### src/rtl/csr_spmv_seq.sv
// csr_spmv_seq: CSR sparse matrix-vector sequencer, one y element per row over two combinational read ports
module csr_spmv_seq #(
   parameter int DW    = 32,
   parameter int AW    = 32,
   parameter int ACC_W = 32
) (
   input  logic             i_clk,
   input  logic             i_rst,
   input  logic             i_start,
   input  logic [AW-1:0]    i_row_base,
   input  logic [AW-1:0]    i_col_base,
   input  logic [AW-1:0]    i_val_base,
   input  logic [AW-1:0]    i_vec_base,
   input  logic [AW-1:0]    i_num_rows,
   output logic [AW-1:0]    o_addr1,
   input  logic [DW-1:0]    i_data_in1,
   output logic [AW-1:0]    o_addr2,
   input  logic [DW-1:0]    i_data_in2,
   output logic             o_y_valid,
   output logic [AW-1:0]    o_y_row,
   output logic [ACC_W-1:0] o_y_data,
   output logic             o_busy,
   output logic             o_done,
   output logic             o_err
);
   typedef enum logic [2:0] {S_IDLE, S_RP0, S_RP1, S_CI, S_VX, S_EMIT, S_DONE} state_t;
   state_t r_state, w_next;
   logic [AW-1:0] r_row_base, r_col_base, r_val_base, r_vec_base, r_num_rows;
   logic [AW-1:0] r_k, r_kend, r_r, r_col, r_y_row;
   logic [DW-1:0] r_val;
   logic [ACC_W-1:0] r_acc, r_y_data;
   logic r_err;
   logic [AW-1:0] w_d1, w_k1, w_r1;
   logic w_emit;
   assign w_d1 = AW'(i_data_in1);
   assign w_k1 = r_k + AW'(1);
   assign w_r1 = r_r + AW'(1);
   assign w_emit = (r_state == S_EMIT);
   assign o_y_valid = w_emit;
   assign o_y_row = w_emit ? r_r : r_y_row;
   assign o_y_data = w_emit ? r_acc : r_y_data;
   assign o_busy = (r_state != S_IDLE);
   assign o_done = (r_state == S_DONE);
   assign o_err = r_err;
   // state register; async reset abandons any run in flight
   always_ff @(posedge i_clk or posedge i_rst)
      if (i_rst) r_state <= S_IDLE;
      else r_state <= w_next;
   // next state and read addresses; addresses rest at 0 outside fetch states
   always_comb begin
      w_next = r_state;
      o_addr1 = '0;
      o_addr2 = '0;
      case (r_state)
         S_IDLE: if (i_start) w_next = (i_num_rows == '0) ? S_DONE : S_RP0;
         S_RP0: begin
            o_addr1 = r_row_base;
            w_next = S_RP1;
         end
         S_RP1: begin
            o_addr1 = r_row_base + w_r1;
            w_next = (w_d1 <= r_k) ? S_EMIT : S_CI;
         end
         S_CI: begin
            o_addr1 = r_col_base + r_k;
            o_addr2 = r_val_base + r_k;
            w_next = S_VX;
         end
         S_VX: begin
            o_addr2 = r_vec_base + r_col;
            w_next = (w_k1 == r_kend) ? S_EMIT : S_CI;
         end
         S_EMIT: w_next = (w_r1 == r_num_rows) ? S_DONE : S_RP1;
         S_DONE: w_next = S_IDLE;
         default: w_next = S_IDLE;
      endcase
   end
   // datapath: latch run parameters, walk indices, multiply-accumulate, hold last y
   always_ff @(posedge i_clk or posedge i_rst)
      if (i_rst) begin
         r_row_base <= '0;
         r_col_base <= '0;
         r_val_base <= '0;
         r_vec_base <= '0;
         r_num_rows <= '0;
         r_k <= '0;
         r_kend <= '0;
         r_r <= '0;
         r_col <= '0;
         r_val <= '0;
         r_acc <= '0;
         r_err <= 1'b0;
         r_y_row <= '0;
         r_y_data <= '0;
      end else
         case (r_state)
            S_IDLE: if (i_start) begin
               r_row_base <= i_row_base;
               r_col_base <= i_col_base;
               r_val_base <= i_val_base;
               r_vec_base <= i_vec_base;
               r_num_rows <= i_num_rows;
               r_k <= '0;
               r_kend <= '0;
               r_r <= '0;
               r_acc <= '0;
               r_err <= 1'b0;
            end
            S_RP0: r_k <= w_d1;
            S_RP1: begin
               r_kend <= w_d1;
               if (w_d1 < r_k) r_err <= 1'b1;
            end
            S_CI: begin
               r_col <= w_d1;
               r_val <= i_data_in2;
            end
            S_VX: begin
               r_acc <= r_acc + ACC_W'(r_val) * ACC_W'(i_data_in2);
               r_k <= w_k1;
            end
            S_EMIT: begin
               r_y_row <= r_r;
               r_y_data <= r_acc;
               r_acc <= '0;
               r_r <= w_r1;
               r_k <= r_kend;
            end
            default: ;
         endcase
endmodule

### config.mk
export PLATFORM = sky130hd
export DESIGN_NAME = csr_spmv_seq
export DESIGN_NICKNAME = d
export VERILOG_FILES = /design/src/rtl/csr_spmv_seq.sv
export SDC_FILE = /design/constraint.sdc
export NUM_CORES = 2
export LEC_CHECK = 0
export BUFFER_PORTS_ARGS = -buffer_cell sky130_fd_sc_hd__buf_2
export CORE_ASPECT_RATIO = 1.4
export CORE_MARGIN = 4
export CORE_UTILIZATION = 45
export DETAILED_ROUTE_END_ITERATION = 12
export PLACE_DENSITY = 0.74
export SYNTH_ARGS = -nofsm -noshare
export SYNTH_HDL_FRONTEND = slang
export SYNTH_SLANG_ARGS = --single-unit
### constraint.sdc
create_clock -name i_clk -period 30.5 [get_ports i_clk]
set_input_delay 3.05 -clock i_clk [delete_from_list [all_inputs] [get_ports i_clk]]
set_output_delay 3.05 -clock i_clk [all_outputs]
set_load 0.03 [all_outputs]
## Yosys cells after proc, flatten, opt, wreduce, memory -nomap -nowiden

Index checks and enable logic that the tools add are counted.

- Flip-flop bits (word level): 420
- Input bits: 227
- Output and inout bits: 132
- Logic and storage cells: 66

- Add/subtract/negate cells: 7
- Multiply operators: 1
- Order comparisons: 2
- Equal/unequal tests: 10
- Mux-type cells: 18
- Reduce and logical (&&, ||, !) cells: 13

Operators by type and width:

| operator | number |
|---|---|
| case mux 32 bit (2 select lines) | 3 |
| case mux 32 bit (3 select lines) | 2 |
| adder 32 bit | 5 |
| case mux 32 bit (4 select lines) | 1 |
| 2-to-1 mux 32 bit | 3 |
| adder 32 x 1 -> 32 bit (second input constant) | 2 |
| equality test 32 bit | 2 |
| <= comparator 32 bit | 1 |
| zero test 32 bit | 1 |
| < comparator 32 bit | 1 |
| multiplier 32 x 32 -> 32 bit | 1 |
| case mux 3 bit (6 select lines) | 1 |
| 2-to-1 mux 3 bit | 5 |
| AND reduction 2 bit | 5 |
| equality test 3 bit (second input constant) | 3 |
| equality test 3 x 2 -> 1 bit (second input constant) | 2 |
| nonzero test 3 bit | 2 |
| != test 2 bit (second input constant) | 2 |
| nonzero test 2 bit | 2 |
| nonzero test 4 bit | 1 |
| equality test 3 x 1 -> 1 bit (second input constant) | 1 |
| zero test 3 bit | 1 |
| AND reduction 3 bit | 1 |
| 2-to-1 mux 1 bit | 2 |
| case mux 1 bit (2 select lines) | 1 |

## Depth between registers and ports, before layout

- Word-level depth: 4
- Gate-level depth with buffers: 30

## Worst setup path before layout

No wires, ideal clock.

- Kind: in2reg
- From: input port i_data_in2[4]
- To: register r_acc[30]
- Arrival: 9722 ps
- Required time: 30364 ps
- Path slack: 20642 ps
- Stages: 25
- Path buffers: 2
- Cells stage by stage: clkbuf_1 clkbuf_1 and2_1 fa_1 fa_1 fa_1 inv_1 fa_1 inv_1 fa_1 fa_1 fa_1 inv_1 fa_1 inv_1 ha_1 a21o_1 a21o_1 a2111oi_0 nor2_1 o31ai_1 a31oi_1 a21oi_1 xor2_1 o21ai_0

- Cells in the longest elaborated chain, start to end: 3

Ends and longest elaborated chain:

| what | RTL line | text |
|---|---|---|
| start: declaration | 18 | `input logic [DW-1:0] i_data_in2,` |
| multiplier 32 x 32 -> 32 bit | 119 | `r_acc <= r_acc + ACC_W'(r_val) * ACC_W'(i_data_in2);` |
| adder 32 bit | 119 |  |
| case mux 32 bit (3 select lines) | 96 | `case (r_state)` |
| end signal: assignment | 119 |  |
| end: declaration | 31 | `logic [ACC_W-1:0] r_acc, r_y_data;` |

No other way between the ends.
A chain may end at the register's enable or synchronous reset.

## Worst setup path after layout

- From: input port i_data_in2[0]
- To: register r_acc[30]

The elaborated chain is that of the path after synthesis.

==> flow_metrics.tcl <==
set metrics [dict create \
    outcome "completed" \
    timing_worst_slew_pin_value_ps 1090 \
    hold_vio_cnt_final 0 \
    ctsResizeCount 0 \
    critical_path.startpoint_type "input pin" \
    synth.cell_area_um2 43000 \
    routed-via-count 37200 \
    number_of_enable_type_register_cells_in_the_synthesized_netlist 0 \
    gp_congestion 0.954 \
    clkSlewWorstSetupHoldPaths_ps 70 \
    end_kind "flip-flop" \
    ys.warnings.count 0 \
    clock_insertion_delay_worst_skew_ps 640 \
    hold_end "r_y_data[1]" \
    boundaryPins 359 \
    syn2layout_area_growth_pct 10.4 \
    cts-hold-fix-buffers 0 \
    worstHoldPathCells 2 \
    dr.first_iter.drc_count 2887 \
    die-width_um 269 \
    clock_sinks 420 \
    antenna_found_initial 17 \
    fin_tns_setup_ps 0 \
    synthesis.nets 6062 \
    layout_utilization_pct 50.3 \
    final_cell_count_no_fill 6561 \
    cts_setup_buffers 0 \
    yosysSeqAreaShare_pct 24.5 \
    regToRegEndpoint "r_acc[30]" \
    placed_cell_area_um2 45700 \
    setup_viol_count_final 0 \
    hold_path_startpoint "r_y_data[1]" \
    core-area_um2 94400 \
    synth_adder_area_share_pct 28.8 \
    numPortBuffers 358 \
    yosys-top-cells-area "sky130_fd_sc_hd__dfrtp_1 (24%), sky130_fd_sc_hd__fa_1 (21%), sky130_fd_sc_hd__nand2_1 (11%), sky130_fd_sc_hd__ha_1 (8.2%), sky130_fd_sc_hd__inv_1 (4.9%)" \
    detailedRoute.firstPassIterationCount 5 \
    rsz0062_at_grt "no" \
    dieArea_um2 101000 \
    cp.required_ps 31000 \
    fin_crit_sh_pct 33.3 \
    syn-instance-count 5111 \
    synth_top_area_share_pct 24.5 \
    async_reset_ff_share_pct 100 \
    grt_first_pass_wirelength_um 221000 \
    drive_above_1_share_pct 9.56 \
    ff2ff_setup_slack_ps 22360 \
    overflow_left_after_global_routing 0 \
    floorplan.die.height_um 374 \
    yosys_reg_bits 420 \
    post_drt_via_cell_ratio 5.67 \
    finalCriticalPeriod_ps 10150 \
    yosys.area_share.simple_pct 21.9 \
    global_route.usage.total_pct 28.2 \
    ys_dominant_reg_cell "sky130_fd_sc_hd__dfrtp_1" \
    critical_path_peak_fanout 33 \
    postSynthAreaPerCell_um2 8.40 \
    layout_commonest_cell "sky130_fd_sc_hd__nand2_1" \
    dpl.hpwl_um 111000 \
    max-slew-margin-rel_pct 27.2 \
    routed_wl_um 144000 \
    synth_top_family_by_area "adder cells" \
    synth-xor-area-share_pct 5.83 \
    final_cell_area_um2 47400 \
    arrival_time_at_the_worst_endpoint_ps 10650 \
    ff2ff_path_depth 25 \
    max_clock_freq_ghz 0.0985 \
    cts.root.buffer_cell "sky130_fd_sc_hd__clkbuf_16" \
    initial_utilization_pct 45.5 \
    r2r-start "r_val[11]" \
    rows 133 \
    dp.cells 6466 \
    tritoncts "built" \
    grt_start_max_net_pins 152 \
    grt_pass1_vias 38000 \
    wire_per_inst_um 21.9 \
    setup.worst_path.class "in -> reg" \
    layout_common_cells "sky130_fd_sc_hd__nand2_1 (1279), sky130_fd_sc_hd__inv_1 (563), sky130_fd_sc_hd__fa_1 (442)" \
    detail-route-antenna-nets 0 \
    final-max-slew-violation-count 0 \
    hold_path_class "reg -> reg" \
    maxCapViolations 0 \
    synth.lib_cells_used.distinct 81 \
    htree_levels 2 \
    nets 6252 \
    drc 0 \
    synth_top_cell_by_area "sky130_fd_sc_hd__dfrtp_1" \
    synth_compound_area_share_pct 11.6 \
    ctsLongestPathBuffers 3 \
    cts-buffers-inserted 48 \
    finClkSkew_ps 45.5 \
    muxShareOfSynthArea_pct 0.169 \
]
## layout make-up
type                       count  area, µm²
tap                         1215       1520
clock buffer                  63       1330
timing repair buffer         394       2070
fill                        8918      46900
multi-input combinational   3871      29400
sequential                   420      10500
antenna                       10       25.0
clock inverter                22        414
inverter                     566       2130
## critical path, cell delays in order
cell,delay (ps)
sky130_fd_sc_hd__buf_2,530
sky130_fd_sc_hd__and2_1,250
sky130_fd_sc_hd__fa_1,460
sky130_fd_sc_hd__fa_1,510
sky130_fd_sc_hd__fa_1,490
sky130_fd_sc_hd__inv_1,70
sky130_fd_sc_hd__fa_1,530
sky130_fd_sc_hd__inv_1,50
sky130_fd_sc_hd__fa_1,480
sky130_fd_sc_hd__fa_1,510
sky130_fd_sc_hd__fa_1,490
sky130_fd_sc_hd__inv_1,50
sky130_fd_sc_hd__fa_1,480
sky130_fd_sc_hd__inv_1,40
sky130_fd_sc_hd__ha_1,330
sky130_fd_sc_hd__a21o_1,190
sky130_fd_sc_hd__a21o_1,200
sky130_fd_sc_hd__a2111oi_0,720
sky130_fd_sc_hd__nor2_1,180
sky130_fd_sc_hd__o31ai_1,450
sky130_fd_sc_hd__a31oi_1,150
sky130_fd_sc_hd__a21oi_1,200
sky130_fd_sc_hd__xor2_1,140
sky130_fd_sc_hd__o21ai_0,80
## worst max-delay path by stage
stage	startpoint	endpoint	slack (ps)	cells after the start
4_1_cts	i_data_in2[0]	r_acc[30]	20420	26
6_report	i_data_in2[0]	r_acc[30]	20350	24
3_3_place_gp	i_data_in2[0]	r_acc[30]	19820	24
3_5_place_dp	i_data_in2[0]	r_acc[30]	19750	26
5_1_grt	i_data_in2[0]	r_acc[30]	19910	24
2_1_floorplan	i_rst	o_err	15760	1
## cells in the mapped netlist (15+ instances only)
master,count
sky130_fd_sc_hd__and2_1,328
sky130_fd_sc_hd__o211ai_1,15
sky130_fd_sc_hd__a211oi_1,23
sky130_fd_sc_hd__buf_1,17
sky130_fd_sc_hd__nand3_1,62
sky130_fd_sc_hd__xor2_1,106
sky130_fd_sc_hd__o22ai_1,36
sky130_fd_sc_hd__nor3_1,54
sky130_fd_sc_hd__a21o_1,65
sky130_fd_sc_hd__dfrtp_1,420
sky130_fd_sc_hd__a31oi_1,24
sky130_fd_sc_hd__and3_1,24
sky130_fd_sc_hd__nor2b_1,15
sky130_fd_sc_hd__nand2_1,1280
sky130_fd_sc_hd__fa_1,442
sky130_fd_sc_hd__o31ai_1,26
sky130_fd_sc_hd__ha_1,282
sky130_fd_sc_hd__xnor2_1,180
sky130_fd_sc_hd__nand4_1,46
sky130_fd_sc_hd__clkbuf_1,230
sky130_fd_sc_hd__nand2b_1,28
sky130_fd_sc_hd__nor4_1,33
sky130_fd_sc_hd__o21a_1,24
sky130_fd_sc_hd__o21ai_0,250
sky130_fd_sc_hd__a21oi_1,160
sky130_fd_sc_hd__inv_1,564
sky130_fd_sc_hd__nor2_1,124
sky130_fd_sc_hd__a22oi_1,30
sky130_fd_sc_hd__or3_1,17
## metal layers
| layer | routed length, µm | up-vias | global-route usage (%) | share of wire, % |
|---|---|---|---|---|
| met3 | 10500 | 403 | 4.88 | 7.3 |
| met5 | 77 | - | 0 | 0.054 |
| met2 | 67800 | 1557 | 47.0 | 47 |
| met1 | 55500 | 18300 | 34.6 | 39 |
| li1 | - | 16900 | - | - |
| met4 | 9910 | 10 | 15.9 | 6.9 |
## stage by stage
stage               setup WS (ps)  hold slack, ps
CTS                         20420             472
global placement            19820             451
floorplan                   15760             446
detailed placement          19750             457
global route                19910             483
finish                      20350             464
## logic make-up after synthesis
| logic type | after synthesis |
|---|---|
| buffers and inverters | 820 |
| adders and majority gates | 724 |
| and+or+nand+nor | 2068 |
| DFF | 420 |
| muxes | 7 |
| xor gates and xnor gates | 286 |
| AOI/OAI and AO/OA | 786 |
Power is left out: the tool's default activity adds up to more than one toggle a clock period on the data nets, which glitch-free logic cannot reach.
